## src/rtl/boot_image_loader_if.sv

```systemverilog
// Byte-stream input and boot RAM port bundle used by boot_image_loader.
interface boot_image_loader_if #(
  parameter int ADDR_W = 11
);
  logic [7:0]        s_data;
  logic              s_valid;
  logic              s_ready;
  logic              ram_ce;
  logic              ram_oce;
  logic              ram_wre;
  logic [ADDR_W-1:0] ram_ad;
  logic [7:0]        ram_din;
  logic [7:0]        ram_dout;

  // Loader side: consumes the byte stream and drives the boot RAM port.
  modport master (
    input  s_data, s_valid, ram_dout,
    output s_ready, ram_ce, ram_oce, ram_wre, ram_ad, ram_din
  );

  // Environment side: the byte source plus the boot RAM itself.
  modport slave (
    output s_data, s_valid, ram_dout,
    input  s_ready, ram_ce, ram_oce, ram_wre, ram_ad, ram_din
  );
endinterface

```

## src/rtl/boot_image_loader.sv

```systemverilog
// Framed byte-stream boot loader: writes the payload into boot RAM,
// reads it back to verify the checksum, and releases the CPU on success.
module boot_image_loader #(
  parameter int         ADDR_W      = 11,
  parameter logic [7:0] SYNC_BYTE   = 8'hA5,
  parameter int         TIMEOUT_CYC = 100000
) (
  input  logic                clk,
  input  logic                rst_n,
  boot_image_loader_if.master bus,
  output logic                cpu_hold,
  output logic                done,
  output logic [2:0]          err
);
  // One extra bit so a full 2^ADDR_W image length/count never wraps.
  localparam int          CNT_W   = ADDR_W + 1;
  localparam int          TMO_W   = $clog2(TIMEOUT_CYC + 1);
  localparam logic [16:0] MAX_LEN = 17'd1 << ADDR_W;

  typedef enum logic [2:0] {
    S_IDLE, S_LEN_H, S_LEN_L, S_DATA, S_CHK, S_VERIFY, S_DONE, S_ERROR
  } state_t;

  state_t            r_state, w_state;
  logic [2:0]        r_err, w_err;
  logic [7:0]        r_len_hi, w_len_hi;
  logic [CNT_W-1:0]  r_len, w_len;
  logic [CNT_W-1:0]  r_cnt, w_cnt;
  logic [7:0]        r_sum, w_sum;
  logic [7:0]        r_rsum, w_rsum;
  logic [7:0]        r_chk, w_chk;
  logic [TMO_W-1:0]  r_tcnt, w_tcnt;
  logic              r_ram_ce, w_ram_ce;
  logic              r_ram_oce, w_ram_oce;
  logic              r_ram_wre, w_ram_wre;
  logic [ADDR_W-1:0] r_ram_ad, w_ram_ad;
  logic [7:0]        r_ram_din, w_ram_din;

  logic              w_s_ready;
  logic              w_accept;
  logic              w_in_frame;
  logic [15:0]       w_len16;
  logic [CNT_W-1:0]  w_cnt_inc;
  logic [7:0]        w_vsum;

  assign w_s_ready  = (r_state != S_VERIFY);
  assign w_accept   = bus.s_valid && w_s_ready;
  assign w_in_frame = (r_state == S_LEN_H) || (r_state == S_LEN_L) ||
                      (r_state == S_DATA)  || (r_state == S_CHK);
  assign w_len16    = {r_len_hi, bus.s_data};
  assign w_cnt_inc  = r_cnt + 1'b1;
  // Readback sum including the byte arriving for the last issued address.
  assign w_vsum     = r_rsum + bus.ram_dout + r_chk;

  // Next-state, datapath and RAM-port decode; RAM strobes are single-cycle pulses.
  always_comb begin
    w_state   = r_state;
    w_err     = r_err;
    w_len_hi  = r_len_hi;
    w_len     = r_len;
    w_cnt     = r_cnt;
    w_sum     = r_sum;
    w_rsum    = r_rsum;
    w_chk     = r_chk;
    w_tcnt    = r_tcnt;
    w_ram_ce  = 1'b0;
    w_ram_oce = 1'b0;
    w_ram_wre = 1'b0;
    w_ram_ad  = r_ram_ad;
    w_ram_din = r_ram_din;

    // Inter-byte idle watchdog; an accepted byte always restarts it.
    if (w_in_frame) begin
      if (w_accept) begin
        w_tcnt = '0;
      end else if (r_tcnt == TMO_W'(TIMEOUT_CYC - 1)) begin
        w_state = S_ERROR;
        w_err   = 3'd3;
      end else begin
        w_tcnt = r_tcnt + 1'b1;
      end
    end

    case (r_state)
      S_IDLE, S_ERROR: begin
        if (w_accept && (bus.s_data == SYNC_BYTE)) begin
          w_state = S_LEN_H;
          w_err   = 3'd0;
          w_sum   = 8'd0;
          w_tcnt  = '0;
        end
      end
      S_LEN_H: begin
        if (w_accept) begin
          w_len_hi = bus.s_data;
          w_state  = S_LEN_L;
        end
      end
      S_LEN_L: begin
        if (w_accept) begin
          if ((w_len16 != 16'd0) && ({1'b0, w_len16} <= MAX_LEN)) begin
            w_len   = CNT_W'(w_len16);
            w_cnt   = '0;
            w_state = S_DATA;
          end else begin
            w_state = S_ERROR;
            w_err   = 3'd1;
          end
        end
      end
      S_DATA: begin
        if (w_accept) begin
          w_ram_ce  = 1'b1;
          w_ram_wre = 1'b1;
          w_ram_ad  = r_cnt[ADDR_W-1:0];
          w_ram_din = bus.s_data;
          w_sum     = r_sum + bus.s_data;
          w_cnt     = w_cnt_inc;
          if (r_cnt == r_len - 1'b1) begin
            w_state = S_CHK;
          end
        end
      end
      S_CHK: begin
        if (w_accept) begin
          w_chk = bus.s_data;
          if (8'(r_sum + bus.s_data) != 8'd0) begin
            w_state = S_ERROR;
            w_err   = 3'd2;
          end else begin
            // First read (address 0) is issued in the VERIFY entry cycle.
            w_state   = S_VERIFY;
            w_cnt     = '0;
            w_rsum    = 8'd0;
            w_ram_ce  = 1'b1;
            w_ram_oce = 1'b1;
            w_ram_ad  = '0;
          end
        end
      end
      S_VERIFY: begin
        // r_cnt counts verify cycles; data for address c-1 arrives in cycle c.
        if (r_cnt != '0) begin
          w_rsum = r_rsum + bus.ram_dout;
        end
        if (r_cnt == r_len) begin
          if (w_vsum == 8'd0) begin
            w_state = S_DONE;
          end else begin
            w_state = S_ERROR;
            w_err   = 3'd4;
          end
        end else begin
          w_cnt = w_cnt_inc;
          if (w_cnt_inc < r_len) begin
            w_ram_ce  = 1'b1;
            w_ram_oce = 1'b1;
            w_ram_ad  = w_cnt_inc[ADDR_W-1:0];
          end
        end
      end
      S_DONE: begin
        // Terminal until reset; bytes are accepted and dropped.
      end
      default: begin
        w_state = S_IDLE;
      end
    endcase
  end

  // State register.
  always_ff @(posedge clk) begin
    if (!rst_n) begin
      r_state <= S_IDLE;
    end else begin
      r_state <= w_state;
    end
  end

  // Datapath registers and registered RAM-port outputs.
  always_ff @(posedge clk) begin
    if (!rst_n) begin
      r_err     <= 3'd0;
      r_len_hi  <= 8'd0;
      r_len     <= '0;
      r_cnt     <= '0;
      r_sum     <= 8'd0;
      r_rsum    <= 8'd0;
      r_chk     <= 8'd0;
      r_tcnt    <= '0;
      r_ram_ce  <= 1'b0;
      r_ram_oce <= 1'b0;
      r_ram_wre <= 1'b0;
      r_ram_ad  <= '0;
      r_ram_din <= 8'd0;
    end else begin
      r_err     <= w_err;
      r_len_hi  <= w_len_hi;
      r_len     <= w_len;
      r_cnt     <= w_cnt;
      r_sum     <= w_sum;
      r_rsum    <= w_rsum;
      r_chk     <= w_chk;
      r_tcnt    <= w_tcnt;
      r_ram_ce  <= w_ram_ce;
      r_ram_oce <= w_ram_oce;
      r_ram_wre <= w_ram_wre;
      r_ram_ad  <= w_ram_ad;
      r_ram_din <= w_ram_din;
    end
  end

  assign bus.s_ready = w_s_ready;
  assign bus.ram_ce  = r_ram_ce;
  assign bus.ram_oce = r_ram_oce;
  assign bus.ram_wre = r_ram_wre;
  assign bus.ram_ad  = r_ram_ad;
  assign bus.ram_din = r_ram_din;
  assign done        = (r_state == S_DONE);
  assign cpu_hold    = (r_state != S_DONE);
  assign err         = r_err;

endmodule

```

## src/flat_wrapper.sv

```systemverilog
// flat-port wrapper written by rule: the top's interface ports become plain ports
module boot_image_loader_flat 
#(
  parameter int         ADDR_W      = 11,
  parameter logic [7:0] SYNC_BYTE   = 8'hA5,
  parameter int         TIMEOUT_CYC = 100000
)
  (clk, rst_n, cpu_hold, done, err, bus_s_data, bus_s_valid, bus_ram_dout, bus_s_ready, bus_ram_ce, bus_ram_oce, bus_ram_wre, bus_ram_ad, bus_ram_din);
  boot_image_loader_if #(.ADDR_W(ADDR_W)) bus_i ();
  input  logic clk;
  input  logic rst_n;
  output logic cpu_hold;
  output logic done;
  output logic [2:0] err;
  input wire logic [$bits(bus_i.s_data)-1:0] bus_s_data;
  input wire logic [$bits(bus_i.s_valid)-1:0] bus_s_valid;
  input wire logic [$bits(bus_i.ram_dout)-1:0] bus_ram_dout;
  output wire logic [$bits(bus_i.s_ready)-1:0] bus_s_ready;
  output wire logic [$bits(bus_i.ram_ce)-1:0] bus_ram_ce;
  output wire logic [$bits(bus_i.ram_oce)-1:0] bus_ram_oce;
  output wire logic [$bits(bus_i.ram_wre)-1:0] bus_ram_wre;
  output wire logic [$bits(bus_i.ram_ad)-1:0] bus_ram_ad;
  output wire logic [$bits(bus_i.ram_din)-1:0] bus_ram_din;
  assign bus_i.s_data = bus_s_data;
  assign bus_i.s_valid = bus_s_valid;
  assign bus_i.ram_dout = bus_ram_dout;
  assign bus_s_ready = bus_i.s_ready;
  assign bus_ram_ce = bus_i.ram_ce;
  assign bus_ram_oce = bus_i.ram_oce;
  assign bus_ram_wre = bus_i.ram_wre;
  assign bus_ram_ad = bus_i.ram_ad;
  assign bus_ram_din = bus_i.ram_din;
  boot_image_loader #(.ADDR_W(ADDR_W), .SYNC_BYTE(SYNC_BYTE), .TIMEOUT_CYC(TIMEOUT_CYC)) u_core (.clk(clk), .rst_n(rst_n), .bus(bus_i), .cpu_hold(cpu_hold), .done(done), .err(err));
endmodule
```

## config.mk

```make
export PLATFORM = sky130hd
export DESIGN_NAME = boot_image_loader_flat
export DESIGN_NICKNAME = d
export VERILOG_FILES = /design/src/rtl/boot_image_loader_if.sv /design/src/rtl/boot_image_loader.sv /design/src/flat_wrapper.sv
export SDC_FILE = /design/constraint.sdc
export NUM_CORES = 1
export LEC_CHECK = 0
export BUFFER_PORTS_ARGS = -buffer_cell sky130_fd_sc_hd__buf_2
export CAP_MARGIN = 20
export CORE_MARGIN = 5
export CORE_UTILIZATION = 68
export CTS_BUF_LIST = sky130_fd_sc_hd__clkbuf_8
export CTS_CLUSTER_DIAMETER = 50
export DETAILED_ROUTE_END_ITERATION = 6
export PLACE_DENSITY = 0.84
export SYNTH_ARGS = -nofsm -noshare
export SYNTH_HDL_FRONTEND = slang
export SYNTH_SLANG_ARGS = --single-unit
```

## constraint.sdc

```tcl
create_clock -name clk -period 11.2 [get_ports clk]
set_clock_uncertainty 0.2 [all_clocks]
set_input_delay 0.56 -clock clk [delete_from_list [all_inputs] [get_ports clk]]
set_output_delay 0.56 -clock clk [all_outputs]
set_load 0.005 [all_outputs]
```

# Word level (Yosys, flattened, before mapping)
# Cells that the tools add are included.
[op_classes]
reduce_logical = 25
eq_ne = 22
mux = 57
n_lt_le_gt_ge = 2
add_sub_neg = 6
[op_table]
columns = ["op", "count"]
rows = [
  ["$mux W17", 5],
  ["$mux W12", 6],
  ["$mux W3", 21],
  ["$mux W11", 5],
  ["$pmux W12 S4", 1],
  ["$mux W8", 5],
  ["$pmux W11 S3", 1],
  ["$pmux W8 S2", 2],
  ["$add A8 B8 Y8", 3],
  ["$eq A12 B12 Y1", 2],
  ["$pmux W3 S6", 1],
  ["$add A17 B1 Y17 const B", 1],
  ["$eq A17 B17 Y1 const B", 1],
  ["$le A16 B12 Y1 const B", 1],
  ["$reduce_bool A16 Y1", 1],
  ["$add A12 B1 Y12 const B", 1],
  ["$eq A3 B3 Y1 const B", 4],
  ["$lt A12 B12 Y1", 1],
  ["$ne A2 B1 Y1 const B", 6],
  ["$pmux W3 S4", 1],
  ["$reduce_bool A12 Y1", 1],
  ["$sub A12 B1 Y12 const B", 1],
  ["$eq A8 B8 Y1 const B", 1],
  ["$logic_not A8 Y1", 1],
  ["21 further kinds", 39],
]
[word_totals]
register_bits = 101
word_cells = 126
out_inout_bits = 28

# Depth between registers and ports, before layout
# Gate-level depths: netlist of run 1.
[depth]
depth_word = 8
depth_mapped = 17
depth_no_buf = 17

# Worst setup path after synthesis of run 1
# OpenSTA, ideal clock, no wires.
[synth_path]
path_type = "reg-to-reg"
startpoint = "reg u_core.r_cnt[2]"
endpoint = "reg u_core.r_ram_ad[2] (netlist: u_core.bus.ram_ad[2])"
stages_incl_launch_ff = 15
t_arrival_ns = 3.241
required_ns = 10.928
synth_period_minus_slack_ns = 3.512
setup_time_ns = 0.072
path_slack_ns = 7.688
cell_sequence = "dfxtp_1 > clkbuf_1 > nand2_1 > nor3_1 > nand3_1 > xnor2_1 > ha_1 > o21ai_0 > nor2_1 > nor4b_1 > a22oi_1 > o22ai_1 > and2_1 > buf_4 > mux2i_1"
[synth_via]
elab_chain_len = 4
elab_cells_between_ends = 10
[synth_lines]
columns = ["element", "line_no", "text"]
rows = [
  ["from (decl)", "boot_image_loader.sv:28", "logic [CNT_W-1:0] r_cnt, w_cnt;"],
  ["from (signal assigned)", "boot_image_loader.sv:200", "r_cnt <= w_cnt;"],
  ["$add A12 B1 Y12", "boot_image_loader.sv:51", "assign w_cnt_inc = r_cnt + 1'b1;"],
  ["$lt A12 B12 Y1 or $mux W11 (tied branches)", "boot_image_loader.sv:155", "if (w_cnt_inc < r_len) begin"],
  ["$ne A2 B1 Y1 (no line) or $mux W11 (tied branches)", "n/a", ""],
  ["$reduce_and A6 Y1 (no line) or $pmux W11 S3 (tied branches)", "n/a", ""],
  ["to (signal assigned)", "boot_image_loader.sv:208", "r_ram_ad <= w_ram_ad;"],
  ["to (decl)", "boot_image_loader.sv:36", "logic [ADDR_W-1:0] r_ram_ad, w_ram_ad;"],
]
# Parallel ways exist; a longest one is shown, timed or not. The select of a mux whose other input is x is not followed.
# A chain may end at the register's enable or synchronous reset.

# Final worst setup path of run 1
[layout_path]
startpoint = "reg u_core.r_cnt[1]"
endpoint = "reg u_core.r_ram_ad[3] (netlist: u_core.bus.ram_ad[3])"
# Same word-level chain as after synthesis.

==> results of run 1 <==
cells by family (layout without fill, tap and decap cells):
group	after synthesis	after routing
compound gates	194	194
flops	101	101
simple gates	334	334
mux	20	20
fa+ha+maj	40	40
buf+inv	86	106
xor+xnor	56	56
metal layers:
layer | share of wire, % | track usage [%] | up-vias | wire length (um)
met5 | 0 | 0 | - | 0
met4 | 2.3 | 10.0 | 0 | 382
met3 | 7.2 | 4.74 | 44 | 1180
met2 | 48 | 48.8 | 251 | 7920
met1 | 42 | 37.5 | 2885 | 6960
li1 | - | - | 2999 | -
power by group:
group	switching, mW	internal, mW
Sequential	0.0000612	0.359
Clock	0.144	0.110
Combinational	0.0239	0.0110
sequential cells by signal, indices dropped and copies added (netlist names):
| signal | flops |
|---|---|
| u_core.r_tcnt | 17 |
| u_core.r_rsum | 8 |
| u_core.r_cnt | 12 |
| u_core.r_chk | 8 |
| u_core.bus.ram_oce | 1 |
| u_core.bus.ram_ce | 1 |
| u_core.bus.ram_din | 8 |
| u_core.r_sum | 8 |
| u_core.r_len_hi | 8 |
| u_core.err | 3 |
| u_core.bus.ram_wre | 1 |
| u_core.r_len | 12 |
| u_core.r_state | 3 |
| u_core.bus.ram_ad | 11 |
path summary, 6_finish.rpt:
kind                            slack (ns)                  start                     to  cells past startpoint
worst max-delay path                  6.98        u_core.r_cnt[1]   u_core.bus.ram_ad[3]                     13
worst min register to register        0.26  u_core.bus.ram_din[2]  u_core.bus.ram_din[2]                      2
worst max register to register        6.98        u_core.r_cnt[1]   u_core.bus.ram_ad[3]                     13
worst min-delay path                  0.26  u_core.bus.ram_din[2]  u_core.bus.ram_din[2]                      2
stage by stage:
stage          hold WS [ns]  power, mW  util (%)
6_report              0.262      0.649      74.9
3_3_place_gp          0.239      0.400      72.4
5_1_grt               0.280      0.669      74.9
2_1_floorplan         0.236      0.389         -
4_1_cts               0.263      0.651      74.8
3_5_place_dp          0.248      0.401      72.4
placed cells by master (no fill, tap or decap), types with 5 or more instances in the layout:
cell type	instances
a22o_1	5
o41ai_1	5
nor4b_1	5
a21oi_1	71
nand3_1	22
nor2_1	87
o211ai_1	5
nand4_1	15
nor4_1	12
buf_2	46
ha_1	37
clkbuf_8	9
xnor2_1	27
or3_1	6
inv_1	37
a31oi_1	8
o21ai_0	26
dfxtp_1	101
o21a_1	5
a22oi_1	8
nand2b_1	9
o31ai_1	7
o22ai_1	7
nor3_1	22
xor2_1	29
nand2_1	108
nor2b_1	9
and3_1	9
mux2i_1	19
or2_2	6
a32o_1	7
cell type report:
class                           count  area [um^2]  area share [%]
Timing Repair Buffer               50          264            3.81
Sequential cell                   101         2020            29.2
Clock buffer                        9          124            1.79
Tap cell                          129          161            2.33
Inverter                           40          150            2.17
Multi-Input combinational cell    644         4100            59.2
Clock inverter                      7          101            1.46
worst min-delay path, cell delays in order, from the launching register on:
cell and delay [ns]:
dfxtp_1 0.32, nand2_1 0.05, a21oi_1 0.05
==> impl_metrics.env, run 1 <==
export IMPL_outcome="finished, final reports clean"
export IMPL_dpl_cell_area_mm2=0.00669
export IMPL_cts_hold_buffers=0
export IMPL_max_freq_ghz=0.237
export IMPL_track_usage_pct=29.0
export IMPL_synth_adder_area_share_pct=8.08
export IMPL_nets=905
export IMPL_antenna_found_initial=0
export IMPL_rsz0062_at_grt="false"
export IMPL_clockBufferDepth=2
export IMPL_fill_cells=711
export IMPL_first_pass_iters=5
export IMPL_grt_start_max_net_pins=53
export IMPL_cp_max_fo=11
export IMPL_vias_per_cell=6.31
export IMPL_grt_overflow=0
export IMPL_slowest_stage="and2_1"
export IMPL_peakVddDrop_mv=0.0697
export IMPL_crit_required_ns=11.31
export IMPL_ys_warn_count=0
export IMPL_io_pins=47
export IMPL_vias=6179
export IMPL_synthXorXnorAreaFrac_pct=7.58
export IMPL_slew_violations=0
export IMPL_cts_tree="done"
export IMPL_tightest_slew_ns=1.01
export IMPL_final_area_mm2=0.00692
export IMPL_antenna_cells=0
export IMPL_dieArea_mm2=0.0116
export IMPL_synth_fp_nets=890
export IMPL_synth_ff_type="dfxtp_1"
export IMPL_hp_class="reg -> reg"
export IMPL_htreeDepth=3
export IMPL_wl_um=16400
export IMPL_grt_pass1_vias=5735
export IMPL_clock_latency_ns=0.38
export IMPL_clk_pin_slew_ns=0.10
export IMPL_synth_most_common_cell="nand2_1"
export IMPL_synth_common_cells="nand2_1, dfxtp_1, nor2_1"
export IMPL_synth_top_cell_area_share_pct=31.2
export IMPL_yosys_area_share_simple_pct=24.8
export IMPL_synth_compound_area_share_pct=19.8
export IMPL_cp_arrival_ns=4.32
export IMPL_cp_start_kind="register"
export IMPL_synthesis_area_mm2=0.00647
export IMPL_muxShareOfSynthArea_pct=3.11
export IMPL_dp_slack_ns=7.15
export IMPL_maxCapViolations=0
export IMPL_dp_cells=963
export IMPL_path_buf_inv=0
export IMPL_post_route_min_period_ns=4.22
export IMPL_finalSetupTns_ns=0
export IMPL_cts_buffers=9
export IMPL_numClockSinks=101
export IMPL_dp_hpwl_um=12000
export IMPL_path_class="reg -> reg"
export IMPL_yosys_cell_types_count=73
export IMPL_crit_chain="ha_1 > and3_1 > and3_1 > nand3_1 > xnor2_1 > ha_1 > o21ai_0 > nor2_1 > nor4b_1 > a22oi_1 > o22ai_1 > and2_1 > mux2i_1"
export IMPL_cts_root_buf="clkbuf_8"
export IMPL_fin_crit_sh_pct=37.6
export IMPL_core_area_mm2=0.00924
export IMPL_cellLeakagePower_nw=2.63
export IMPL_wl_per_cell_um=16.8
export IMPL_synthCells=831
export IMPL_relSlewSlack_pct=32.4
export IMPL_drcViolationCount=0
export IMPL_cp_top_family="simple AND/OR/NAND/NOR gates"
export IMPL_gp_congestion=0.991
export IMPL_hold_viol_final=0
export IMPL_yosysSeqAreaShare_pct=31.2
export IMPL_critical_path_max_stage_delay_ns=0.52
export IMPL_fin_ws_ns=6.98
export IMPL_grt_pass1_wl_um=27500
export IMPL_ant_nets=0
export IMPL_final_instance_count_excl_fill=980
export IMPL_finalSetupViolations=0
export IMPL_synth_async_sr_flop_share_pct=0
export IMPL_synth_top_family_by_area="simple AND/OR/NAND/NOR gates"
export IMPL_syn_area_per_cell_um2=7.79
export IMPL_die_y_um=108
export IMPL_fp_row_count=35
export IMPL_post_cts_setup_buffers=0
export IMPL_die_x_um=108
export IMPL_yosys_area_top_type="dfxtp_1"
export IMPL_ys_top_cells_by_area="dfxtp_1, ha_1, nand2_1"
export IMPL_drt_iter0_markers=483
export IMPL_synth_seq_cells=101
export IMPL_power_density_mw_per_mm2=93.7
export IMPL_critPathCaptureType="register"
export IMPL_drive_gt1_share_pct=9.75
export IMPL_synth_edf_count=0
export IMPL_initial_utilization_pct=70.1
export IMPL_cts_resized=0
export IMPL_portBuffers=46
export IMPL_area_growth_pct=6.96
(Power assumes the default switching activity.)
==> inputs of run 2 (changes only) <==
- CORE_UTILIZATION: 68 -> 57
- PLACE_DENSITY: 0.84 -> 0.75
- clock period: 11.2 -> 3.46 ns (I/O delays scaled with it)
==> impl_metrics.env, run 2 (synthesis results as in run 1) <==
export IMPL_peakVddDrop_mv=0.303
export IMPL_cellLeakagePower_nw=2.84
export IMPL_max_freq_ghz=0.303
export IMPL_drcViolationCount=0
export IMPL_crit_chain="ha_1 > and3_1 > and3_1 > nand3_1 > xnor2_1 > ha_1 > o21ai_0 > nor2_1 > nor4b_2 > a22oi_2 > o22ai_2 > and2_4 > mux2i_1"
export IMPL_clk_pin_slew_ns=0.10
export IMPL_die_y_um=117
export IMPL_finalSetupViolations=0
export IMPL_power_density_mw_per_mm2=272
export IMPL_initial_utilization_pct=57.4
export IMPL_path_class="reg -> reg"
export IMPL_slowest_stage="dfxtp_1"
export IMPL_hold_viol_final=0
export IMPL_fin_crit_sh_pct=95.4
export IMPL_worst_r2r_path_depth=13
export IMPL_wl_um=17100
export IMPL_dp_hpwl_um=12300
export IMPL_cts_tree="done"
export IMPL_cp_arrival_ns=3.40
export IMPL_outcome="finished, final reports clean"
export IMPL_portBuffers=46
export IMPL_maxCapViolations=0
export IMPL_io_pins=47
export IMPL_layout_common_cells="nand2_1, dfxtp_1, nor2_1, a21oi_1, buf_2"
export IMPL_core_area_mm2=0.0113
export IMPL_area_growth_pct=12.6
export IMPL_htreeDepth=3
export IMPL_fp_row_count=39
export IMPL_nets=945
export IMPL_critical_path_max_stage_delay_ns=0.37
export IMPL_grt_overflow=0
export IMPL_vias=6307
export IMPL_crit_required_ns=3.56
export IMPL_wl_per_cell_um=16.6
export IMPL_dp_slack_ns=-0.0262
export IMPL_cp_start_kind="register"
export IMPL_critPathCaptureType="register"
export IMPL_relSlewSlack_pct=38.0
export IMPL_dp_cells=1007
export IMPL_fin_ws_ns=0.160
export IMPL_final_instance_count_excl_fill=1033
export IMPL_dieArea_mm2=0.0136
export IMPL_gp_congestion=0.891
export IMPL_r2r_slack_ns=0.16
export IMPL_top_register="u_core.r_tcnt"
export IMPL_largest_reg_flops=17
export IMPL_drive_gt1_share_pct=14.3
export IMPL_hp_class="in -> reg"
export IMPL_cts_root_buf="clkbuf_8"
export IMPL_r2r_start="u_core.r_cnt[1]"
export IMPL_track_usage_pct=25.8
export IMPL_timing_hold_ws_ns=0.0837
export IMPL_grt_pass1_wl_um=28500
export IMPL_clock_latency_ns=0.39
export IMPL_final_common_cell="nand2_1"
export IMPL_grt_pass1_vias=6026
export IMPL_antenna_found_initial=0
export IMPL_first_pass_iters=5
export IMPL_clockBufferDepth=2
export IMPL_antenna_cells=0
export IMPL_crit_start="u_core.r_cnt[1]"
export IMPL_slew_violations=0
export IMPL_largestRegisters="u_core.r_tcnt x17, u_core.r_cnt x12, u_core.r_len x12"
export IMPL_cp_max_fo=6
export IMPL_ant_nets=0
export IMPL_numClockSinks=101
export IMPL_crit_end="u_core.bus.ram_ad[1]"
export IMPL_vias_per_cell=6.11
export IMPL_die_x_um=117
export IMPL_post_route_min_period_ns=3.30
export IMPL_grt_start_max_net_pins=54
export IMPL_drt_iter0_markers=548
export IMPL_cts_buffers=9
export IMPL_tightest_slew_ns=0.924
export IMPL_reg2reg_to="u_core.bus.ram_ad[1]"
[run 2: changes by cell type in the layout (fill, tap and decap cells not counted), moves of 2 or more]
cell	before	now
inv_1	37	39
o22ai_2	0	2
clkinv_8	2	0
buf_4	3	34
inv_8	2	0
o22ai_1	7	5
dlygate4sd3_1	0	9
o41ai_1	5	3
and2_2	0	2
o41ai_2	0	2
and2_1	2	0
clkinvlp_4	1	3
[run 2: area by class of cell]
type	count	area [um^2]
inverters	40	150
multi-input cells	645	4190
well taps	143	179
repair buffers	89	576
clock buffers	10	138
flip-flops and latches	101	2020
fillers	987	3990
clock inverters	5	30.0
[run 2: how the worst min path moves through the flow]
stage / startpoint / end / slack [ns] / depth (start not counted)
after CTS: bus_s_valid / u_core.r_sum[0] / 0.07 / 3
after detailed placement: u_core.bus.ram_din[6] / u_core.bus.ram_din[6] / 0.24 / 2
after global routing: bus_s_valid / u_core.r_sum[0] / 0.09 / 3
after global placement: u_core.bus.ram_ad[3] / u_core.bus.ram_ad[3] / 0.24 / 2
after floorplan: bus_s_data[4] / u_core.r_len_hi[4] / 0.11 / 2
final: bus_s_valid / u_core.r_sum[0] / 0.08 / 3
[run 2: power by group]
part	switching (mW)	internal, mW	total, mW
logic	0.0821	0.0463	0.128
clock network	0.418	0.272	0.690
registers	0.000128	1.16	1.16
total	0.500	1.48	1.98
[run 2: what timing repair did]
action | in CTS | in global routing
hold endpoints to repair | 29 | 0
buffers inserted | 0 | 1
setup endpoints to repair | 14 | 25
hold buffers | 9 | 0
gates cloned | 0 | 1
gates resized for setup | 3 | 17
pin swaps | 0 | 9
[run 2: per-stage QoR]
step	util (%)	setup TNS [ns]	instance area, um^2	total power [mW]
floorplan	-	0	6480	1.26
global placement	61.5	0	6940	1.30
detailed placement	61.5	-0.0909	6940	1.30
CTS	63.9	0	7200	1.99
global route	64.6	-0.202	7290	2.06
finish	64.6	0	7290	1.98
[run 2: worst max-delay path: cells and delay by family (launching register included)]
family | cells | cell delay, ns
and+or+nand+nor | 6 | 1.14
DFF | 1 | 0.37
muxes | 1 | 0.22
adders and majority gates | 2 | 0.47
xor gates and xnor gates | 1 | 0.24
AOI/OAI and AO/OA | 3 | 0.57
[run 2: layer usage]
metal | vias up | part of all wire [%] | global-route usage [%]
met5 | - | 0 | 0
li1 | 3080 | - | -
met1 | 2961 | 42 | 32.2
met2 | 228 | 49 | 44.4
met4 | 0 | 2.3 | 9.02
met3 | 38 | 7.0 | 5.18
